File: config.mk
export PLATFORM = sky130hd
export DESIGN_NAME = bullet_manager_flat
export DESIGN_NICKNAME = d
export VERILOG_FILES = /design/src/rtl/bullet_manager_if.sv /design/src/rtl/bullet_manager.sv /design/src/flat_wrapper.sv
export SDC_FILE = /design/constraint.sdc
export NUM_CORES = 2
export LEC_CHECK = 0
export BUFFER_PORTS_ARGS = -buffer_cell sky130_fd_sc_hd__clkbuf_2
export CAP_MARGIN = 20
export CORE_UTILIZATION = 37
export CTS_BUF_LIST = sky130_fd_sc_hd__clkbuf_2 sky130_fd_sc_hd__clkbuf_4 sky130_fd_sc_hd__clkbuf_8
export CTS_CLUSTER_SIZE = 14
export DETAILED_ROUTE_END_ITERATION = 16
export GPL_TIMING_DRIVEN = 0
export PLACE_DENSITY = 0.55
export SYNTH_ARGS = -nofsm -noshare
export SYNTH_HDL_FRONTEND = slang
export SYNTH_SLANG_ARGS = --single-unit
File: constraint.sdc
create_clock -name clk -period 4.74 [get_ports clk]
set_input_delay 0.474 -clock clk [delete_from_list [all_inputs] [get_ports clk]]
set_output_delay 0.474 -clock clk [all_outputs]
set_load 0.005 [all_outputs]
File: src/rtl/bullet_manager_if.sv
// Tank-control side of the bullet manager: the fire request/response handshake
// and the collision-logic clear strobe.
interface bullet_manager_if;
  logic       fire_valid;
  logic [9:0] fire_x;
  logic [9:0] fire_y;
  logic [1:0] fire_dir;
  logic       fire_ack;
  logic       fire_full;
  logic       clear_en;
  logic [3:0] clear_idx;

  modport master (
    output fire_valid, fire_x, fire_y, fire_dir, clear_en, clear_idx,
    input  fire_ack, fire_full
  );

  modport slave (
    input  fire_valid, fire_x, fire_y, fire_dir, clear_en, clear_idx,
    output fire_ack, fire_full
  );
endinterface

File: src/rtl/bullet_manager.sv
// Bullet OAM table owner: spawns bullets on fire requests, advances live bullets
// once per frame during vblank and retires the ones that leave the screen.
module bullet_manager #(
  parameter int OAM_DEPTH   = 16,
  parameter int SCREEN_W    = 640,
  parameter int SCREEN_H    = 480,
  parameter int TILE_WIDTH  = 8,
  parameter int TILE_HEIGHT = 8,
  parameter int SPEED       = 4
) (
  input  logic                 clk,
  input  logic                 rst_n,
  input  logic                 frame_tick,
  bullet_manager_if.slave      fire_if,
  output logic [31:0]          oam_data [OAM_DEPTH],
  output logic [4:0]           active_count,
  output logic                 busy,
  output logic                 overrun
);

  localparam int          IDX_W = $clog2(OAM_DEPTH);
  localparam logic [10:0] SPD   = 11'(SPEED);
  localparam logic [10:0] X_LIM = 11'(SCREEN_W - TILE_WIDTH);
  localparam logic [10:0] Y_LIM = 11'(SCREEN_H - TILE_HEIGHT);

  typedef enum logic [1:0] {
    ST_IDLE   = 2'd0,
    ST_UPDATE = 2'd1,
    ST_SPAWN  = 2'd2
  } state_e;

  state_e             state_q, state_d;
  logic [IDX_W-1:0]   idx_q, idx_d;
  logic [31:0]        oam_q [OAM_DEPTH];
  logic [31:0]        oam_d [OAM_DEPTH];
  logic               ack_q, ack_d;
  logic               full_q, full_d;
  logic               overrun_q, overrun_d;
  logic               free_found_s;
  logic [IDX_W-1:0]   free_idx_s;
  logic [4:0]         cnt_s;

  function automatic logic [31:0] make_word(input logic en, input logic [9:0] x,
                                            input logic [9:0] y, input logic [1:0] dir);
    return {3'b000, en, x, y, dir, 3'b000, 1'b0, dir};
  endfunction

  // Widened to 11 bits so that off-screen tests never see a 10-bit wrap.
  function automatic logic [31:0] advance(input logic [31:0] w);
    logic [10:0] x11;
    logic [10:0] y11;
    logic [10:0] nx;
    logic [10:0] ny;
    logic        off;
    x11 = {1'b0, w[27:18]};
    y11 = {1'b0, w[17:8]};
    nx  = x11;
    ny  = y11;
    off = 1'b0;
    case (w[7:6])
      2'd0: begin off = (y11 < SPD); ny = y11 - SPD; end
      2'd1: begin nx = x11 + SPD; off = (nx > X_LIM); end
      2'd2: begin ny = y11 + SPD; off = (ny > Y_LIM); end
      2'd3: begin off = (x11 < SPD); nx = x11 - SPD; end
      default: off = 1'b0;
    endcase
    if (off) begin
      return {w[31:29], 1'b0, w[27:0]};
    end else begin
      return make_word(1'b1, nx[9:0], ny[9:0], w[7:6]);
    end
  endfunction

  // Lowest disabled slot, skipping one that is being cleared this cycle.
  always_comb begin
    free_found_s = 1'b0;
    free_idx_s   = '0;
    for (int i = OAM_DEPTH - 1; i >= 0; i--) begin
      if (!oam_q[i][28] && !(fire_if.clear_en && (fire_if.clear_idx == IDX_W'(i)))) begin
        free_found_s = 1'b1;
        free_idx_s   = IDX_W'(i);
      end else begin
        free_found_s = free_found_s;
      end
    end
  end

  // Popcount of enable bits.
  always_comb begin
    cnt_s = 5'd0;
    for (int i = 0; i < OAM_DEPTH; i++) begin
      cnt_s = cnt_s + {4'b0000, oam_q[i][28]};
    end
  end

  // Next-state, slot writes and handshake pulses.
  always_comb begin
    state_d   = state_q;
    idx_d     = idx_q;
    oam_d     = oam_q;
    ack_d     = 1'b0;
    full_d    = 1'b0;
    overrun_d = overrun_q;
    case (state_q)
      ST_IDLE: begin
        if (frame_tick) begin
          state_d = ST_UPDATE;
          idx_d   = '0;
        end else if (fire_if.fire_valid) begin
          state_d = ST_SPAWN;
        end else begin
          state_d = ST_IDLE;
        end
      end
      ST_UPDATE: begin
        overrun_d = overrun_q | frame_tick;
        if (oam_q[idx_q][28] && !(fire_if.clear_en && (fire_if.clear_idx == idx_q))) begin
          oam_d[idx_q] = advance(oam_q[idx_q]);
        end else begin
          oam_d[idx_q] = oam_q[idx_q];
        end
        if (idx_q == IDX_W'(OAM_DEPTH - 1)) begin
          state_d = ST_IDLE;
          idx_d   = '0;
        end else begin
          idx_d   = idx_q + IDX_W'(1);
        end
      end
      ST_SPAWN: begin
        if (free_found_s) begin
          oam_d[free_idx_s] = make_word(1'b1, fire_if.fire_x, fire_if.fire_y, fire_if.fire_dir);
          ack_d             = 1'b1;
        end else begin
          full_d            = 1'b1;
        end
        state_d = ST_IDLE;
      end
      default: begin
        state_d = ST_IDLE;
        idx_d   = '0;
      end
    endcase
    // Collision clears win over any update/spawn write to the same slot.
    if (fire_if.clear_en) begin
      oam_d[fire_if.clear_idx][28] = 1'b0;
    end else begin
      oam_d[fire_if.clear_idx][28] = oam_d[fire_if.clear_idx][28];
    end
  end

  // State and table registers.
  always_ff @(posedge clk or negedge rst_n) begin
    if (!rst_n) begin
      state_q   <= ST_IDLE;
      idx_q     <= '0;
      ack_q     <= 1'b0;
      full_q    <= 1'b0;
      overrun_q <= 1'b0;
      for (int i = 0; i < OAM_DEPTH; i++) begin
        oam_q[i] <= 32'h0000_0000;
      end
    end else begin
      state_q   <= state_d;
      idx_q     <= idx_d;
      ack_q     <= ack_d;
      full_q    <= full_d;
      overrun_q <= overrun_d;
      oam_q     <= oam_d;
    end
  end

  assign oam_data          = oam_q;
  assign active_count      = cnt_s;
  assign busy              = (state_q != ST_IDLE);
  assign overrun           = overrun_q;
  assign fire_if.fire_ack  = ack_q;
  assign fire_if.fire_full = full_q;

endmodule

File: src/flat_wrapper.sv
// flat-port wrapper written by rule: the top's interface ports become plain ports
module bullet_manager_flat 
#(
  parameter int OAM_DEPTH   = 16,
  parameter int SCREEN_W    = 640,
  parameter int SCREEN_H    = 480,
  parameter int TILE_WIDTH  = 8,
  parameter int TILE_HEIGHT = 8,
  parameter int SPEED       = 4
)
  (clk, rst_n, frame_tick, oam_data, active_count, busy, overrun, fire_if_fire_valid, fire_if_fire_x, fire_if_fire_y, fire_if_fire_dir, fire_if_clear_en, fire_if_clear_idx, fire_if_fire_ack, fire_if_fire_full);
  bullet_manager_if fire_if_i ();
  input  logic clk;
  input  logic rst_n;
  input  logic frame_tick;
  output logic [31:0] oam_data[OAM_DEPTH];
  output logic [4:0] active_count;
  output logic busy;
  output logic overrun;
  input wire logic [$bits(fire_if_i.fire_valid)-1:0] fire_if_fire_valid;
  input wire logic [$bits(fire_if_i.fire_x)-1:0] fire_if_fire_x;
  input wire logic [$bits(fire_if_i.fire_y)-1:0] fire_if_fire_y;
  input wire logic [$bits(fire_if_i.fire_dir)-1:0] fire_if_fire_dir;
  input wire logic [$bits(fire_if_i.clear_en)-1:0] fire_if_clear_en;
  input wire logic [$bits(fire_if_i.clear_idx)-1:0] fire_if_clear_idx;
  output wire logic [$bits(fire_if_i.fire_ack)-1:0] fire_if_fire_ack;
  output wire logic [$bits(fire_if_i.fire_full)-1:0] fire_if_fire_full;
  assign fire_if_i.fire_valid = fire_if_fire_valid;
  assign fire_if_i.fire_x = fire_if_fire_x;
  assign fire_if_i.fire_y = fire_if_fire_y;
  assign fire_if_i.fire_dir = fire_if_fire_dir;
  assign fire_if_i.clear_en = fire_if_clear_en;
  assign fire_if_i.clear_idx = fire_if_clear_idx;
  assign fire_if_fire_ack = fire_if_i.fire_ack;
  assign fire_if_fire_full = fire_if_i.fire_full;
  bullet_manager #(.OAM_DEPTH(OAM_DEPTH), .SCREEN_W(SCREEN_W), .SCREEN_H(SCREEN_H), .TILE_WIDTH(TILE_WIDTH), .TILE_HEIGHT(TILE_HEIGHT), .SPEED(SPEED)) u_core (.clk(clk), .rst_n(rst_n), .frame_tick(frame_tick), .fire_if(fire_if_i), .oam_data(oam_data), .active_count(active_count), .busy(busy), .overrun(overrun));
endmodule
==> impl_summary.txt <==
----------------------------------------------------
[Floorplanning]
  X dimension of the die ... about 300 um
  Count of standard-cell rows ... 110
  Die ar. ... between 0.09 and 0.1 mm^2
  Y dimension of the die ... ~300 um
  Ports ... 552
  Starting density of the core ... around 37%
  Core ar. ... 0.0900 mm^2

[Timing]
  Shortest period the worst path allows ... around 5100 ps
  Skew final ... ~65 ps
  Final TNS setup ... -15060 ps
  Transition time of the tightest slew-check pin ... ~1300 ps
  Minimum hold slack ... about 90 ps
  Fraction of the cycle the final worst path needs ... 108%
  Setup repair after global routing missed its margin ... yes
  Worst slew margin relative to its limit ... 12.5%
  Final hold violations ... 0
  Fmax ... 0.196 GHz
  Final setup viols ... about 180
  Max-slew violation count ... 0
  Final critical-path setup slack ... -361 ps

[Global routing]
  Pin count of the biggest net entering global routing ... 100
  Global routing usage summed across all routing layers ... between 40% and 50%
  Global route hottest layer ... met2
  Wire length of the first global-routing pass ... 304000 um
  GRT met1 Usage ... 59.1%
  Vias in the first global route ... approximately 37000
  Antenna violations before repair ... 22
  Met3 Use GR ... 20.3%
  Total grt overflow ... 0
  Global-route track usage on met2 ... roughly two thirds

[Drt]
  Length of the first detailed-routing pass in iterations ... 7
  Routed length per instance ... between 30 and 40 um
  Drt via density ... 6.85
  DR vias ... around 41000
  First-iteration detailed-routing DRC count ... about 6600
  Remaining antenna violation count ... 0
  Detailed-route wire length ... ~220000 um
  Number of design rule violations left after detail routing ... 0

[Synth]
  Synth area leaders ... sky130_fd_sc_hd__dfrtp_1 (39%), sky130_fd_sc_hd__mux4_2 (9.3%), sky130_fd_sc_hd__o21ai_0 (8.5%)
  Post-synth EDFFs ... 0
  Avg Inst Size Synth ... approximately 8.6 um^2
  Synth Instances ... 3902
  Total of flip-flops plus latches after synthesis ... roughly 520
  Predominant post-synthesis flop cell ... sky130_fd_sc_hd__dfrtp_1
  Netlist cell types ... 94
  Ys async rst share ... 100%
  Part of the Yosys area used for sequential elements ... 38.7%
  Synth Net Count ... roughly 4000
  Netlist area before placement ... 0.0337 mm^2
  Cell taking the most area after synthesis ... sky130_fd_sc_hd__dfrtp_1
  Fraction of synthesized cell area taken by the top area cell type ... 38.7%
  Number of warnings printed during yosys synthesis ... 0

[Worst setup path]
  Startpoint type of the worst setup path ... register
  CP Data Required Time ... about 5400 ps
  Worst reg-to-reg path cell count ... 21
  R2R setup slack ... -360 ps
  Class of the most critical setup path ... register to register
  Arrival time worst endpoint ... around 5700 ps
  CP Capture Type ... register
  Maximum fanout along the worst path ... 10

[Clock tree]
  H-tree depth reported by CTS ... 3
  Number of buffers inserted during clock tree synthesis ... 100
  Clock tree from TritonCTS ... yes
  Clock transition at the registers of the reported paths ... around 70 ps
  Clock latency reported for the late side of the worst-skew pair ... 830 ps
  Buffer type at the clock tree root ... sky130_fd_sc_hd__clkbuf_8
  Total clock sinks ... between 500 and 600
  Max Buffers Root-to-Sink ... 3

[Layout]
  Final #Nets ... between 4000 and 5000
  Filler cell count ... ~9000
  Fraction of layout cells with a size suffix above 1 ... a little over a quarter
  Number of cells in the finished layout apart from fillers ... between 5000 and 6000
  Area growth from synthesis to layout ... 27.9%
  End-of-flow core utilization ... approximately 48%

[Placed design]
  DP Wirelength ... 167000 um
  Routability-driven placement congestion ratio ... 1.06
  Post-Place Setup Slack ... -2340 ps
  Number of port buffers ... about 550
  Total instance count after detailed placement ... 5655

[Pwr]
  Internal power ... between 10 and 15 mW
  Share of power burned in registers ... between 20% and 30%
  Switching part of the total power ... ~52%
  Power density cells ... 512 mW/mm^2
  Logic pwr share ... between 50% and 60%
  Highest ir drop seen on vdd ... between 0.3 and 0.4 mV
  Leakage component of the power ... approximately 18 nW
  Part of the power in the clock network ... approximately 23%
  NetSw ... 11.6 mW

[Outcome]
  Violated checks ... negative setup slack
  Status ... complete, but fails checks

[Hold path]
  Worst Hold Class ... input pin to register
  Depth of the worst hold-timing path ... 3

[Flow run]
  Number of max-cap violations ... 0

----------------------------------------------------
[metrics by stage]
stage | total power, mW | cell area [um^2]
after global placement | 14.7 | 37900
after floorplan | 9.72 | 33700
after detailed placement | 14.9 | 38300
after global routing | 22.1 | 43100
after CTS | 20.7 | 42200
final | 22.0 | 43100
[cell usage after synthesis, types with 8 or more instances]
cell type                  count
sky130_fd_sc_hd__nand2_1     685
sky130_fd_sc_hd__o21ai_0     575
sky130_fd_sc_hd__dfrtp_1     521
sky130_fd_sc_hd__clkbuf_1    318
sky130_fd_sc_hd__nor2_1      274
sky130_fd_sc_hd__a21oi_1     213
sky130_fd_sc_hd__mux4_2      139
sky130_fd_sc_hd__o21ai_1     125
sky130_fd_sc_hd__a22oi_1     114
sky130_fd_sc_hd__and3_1      100
sky130_fd_sc_hd__a221oi_1     82
sky130_fd_sc_hd__a221o_1      74
sky130_fd_sc_hd__o221ai_1     62
sky130_fd_sc_hd__a22o_1       46
sky130_fd_sc_hd__a211oi_1     41
sky130_fd_sc_hd__inv_1        40
sky130_fd_sc_hd__buf_1        36
sky130_fd_sc_hd__nand3_1      32
sky130_fd_sc_hd__mux2i_1      25
sky130_fd_sc_hd__buf_2        24
sky130_fd_sc_hd__nor3_1       23
sky130_fd_sc_hd__and2_1       21
sky130_fd_sc_hd__o22ai_1      20
sky130_fd_sc_hd__a21o_1       19
sky130_fd_sc_hd__ha_1         18
sky130_fd_sc_hd__nand2b_1     17
sky130_fd_sc_hd__o31ai_1      16
sky130_fd_sc_hd__nor2b_1      14
sky130_fd_sc_hd__nand4_1      13
sky130_fd_sc_hd__o211ai_1     13
sky130_fd_sc_hd__xnor2_1      13
sky130_fd_sc_hd__xor2_1       13
sky130_fd_sc_hd__buf_6        10
sky130_fd_sc_hd__fa_1         10
sky130_fd_sc_hd__mux2_2       10
sky130_fd_sc_hd__a31oi_1       9
sky130_fd_sc_hd__buf_4         9
sky130_fd_sc_hd__nor4_1        9
sky130_fd_sc_hd__a32o_1        8
[final cells by class]
| class | instances | area, um^2 | area share, % |
|---|---|---|---|
| antenna | 11 | 27.5 | 0.0639 |
| sequential | 521 | 13100 | 30.3 |
| timing repair buffer | 690 | 4350 | 10.1 |
| multi-input combinational | 2939 | 19800 | 45.9 |
| buffer | 387 | 2180 | 5.06 |
| inverter | 45 | 184 | 0.427 |
| clock inverter | 21 | 220 | 0.511 |
| tap | 1176 | 1470 | 3.42 |
| clock buffer | 147 | 1840 | 4.26 |
[worst max-delay path, cell delays in order (launching register included)]
cell and delay [ps]:
sky130_fd_sc_hd__dfrtp_1 400, sky130_fd_sc_hd__buf_6 190, sky130_fd_sc_hd__buf_12 220, sky130_fd_sc_hd__buf_12 220
sky130_fd_sc_hd__buf_16 230, sky130_fd_sc_hd__mux4_2 450, sky130_fd_sc_hd__a22oi_1 220, sky130_fd_sc_hd__o21a_1 250
sky130_fd_sc_hd__buf_6 180, sky130_fd_sc_hd__and2_1 160, sky130_fd_sc_hd__nand4b_1 310, sky130_fd_sc_hd__nand3_4 220
sky130_fd_sc_hd__clkinvlp_4 170, sky130_fd_sc_hd__o211ai_4 120, sky130_fd_sc_hd__buf_6 170, sky130_fd_sc_hd__buf_12 140
sky130_fd_sc_hd__buf_6 110, sky130_fd_sc_hd__o31a_1 270, sky130_fd_sc_hd__o211ai_2 140, sky130_fd_sc_hd__nor4_4 400
sky130_fd_sc_hd__buf_6 210, sky130_fd_sc_hd__o31ai_2 90
[layer usage]
metal | wire, um | vias up
li1 | - | 16050
met1 | 80800 | 20097
met2 | 91200 | 3671
met3 | 34700 | 857
met4 | 17500 | 18
met5 | 118 | -
[kinds of logic (layout without fill, tap and decap cells)]
| logic type | Yosys count | after routing | synth area share [%] |
|---|---|---|---|
| other | 0 | 11 | 0 |
| buffers and inverters | 442 | 1290 | 5.34 |
| DFF | 521 | 521 | 38.7 |
| muxes | 175 | 175 | 10.4 |
| AOI/OAI and AO/OA | 1476 | 1476 | 27.7 |
| xor gates and xnor gates | 26 | 26 | 0.676 |
| adders and majority gates | 28 | 28 | 1.26 |
| and+or+nand+nor | 1234 | 1234 | 15.9 |
[path summary, 6_finish.rpt]
| kind | from | to |
|---|---|---|
| min reg2reg | register | register |
| max in group asynchronous | rst_n | async pin |
| max | u_core.idx_q[1]$_DFFE_PN0P_ | u_core.oam_data[444]$_DFF_PN0_ |
| min in group asynchronous | rst_n | async pin |
| min | fire_if_fire_x[7] | register |
| max reg2reg | u_core.idx_q[1]$_DFFE_PN0P_ | u_core.oam_data[444]$_DFF_PN0_ |
[what timing repair did]
item / 4_1_cts / 5_1_grt
setup buffers: 72 / 31
setup endpoints to repair: 512 / 392
hold endpoints to repair: 99 / 0
gates cloned: 3 / 2
resized for setup: 296 / 191
pin swaps: 46 / 37
hold buffers: 4 / 0
[layout by cell type (no fill, tap or decap), types with 32 or more instances in the layout]
cell type / synthesis / final
sky130_fd_sc_hd__o221ai_1: 62 / 62
sky130_fd_sc_hd__clkbuf_8: 0 / 122
sky130_fd_sc_hd__a22o_1: 46 / 46
sky130_fd_sc_hd__clkbuf_4: 0 / 32
sky130_fd_sc_hd__nor2_1: 274 / 268
sky130_fd_sc_hd__a22oi_1: 114 / 104
sky130_fd_sc_hd__buf_6: 10 / 46
sky130_fd_sc_hd__nand3_1: 32 / 32
sky130_fd_sc_hd__inv_1: 40 / 34
sky130_fd_sc_hd__o21ai_1: 125 / 162
sky130_fd_sc_hd__a221o_1: 74 / 74
sky130_fd_sc_hd__and3_1: 100 / 99
sky130_fd_sc_hd__mux4_2: 139 / 139
sky130_fd_sc_hd__a221oi_1: 82 / 82
sky130_fd_sc_hd__a21oi_1: 213 / 203
sky130_fd_sc_hd__dfrtp_1: 521 / 511
sky130_fd_sc_hd__a211oi_1: 41 / 41
sky130_fd_sc_hd__nand2_1: 685 / 664
sky130_fd_sc_hd__clkbuf_1: 318 / 265
sky130_fd_sc_hd__clkbuf_2: 0 / 573
sky130_fd_sc_hd__buf_4: 9 / 80
sky130_fd_sc_hd__o21ai_0: 575 / 520
[power groups by stage]
| stage | clock [mW] | combinational, mW | sequential (mW) |
|---|---|---|---|
| after floorplan | 0 | 4.58 | 5.14 |
| after global placement | 0 | 9.30 | 5.38 |
| after detailed placement | 0 | 9.51 | 5.38 |
| after CTS | 4.91 | 10.5 | 5.31 |
| after global routing | 5.11 | 11.6 | 5.36 |
| final | 4.97 | 11.7 | 5.36 |
Power figures use the tool's default switching activity.
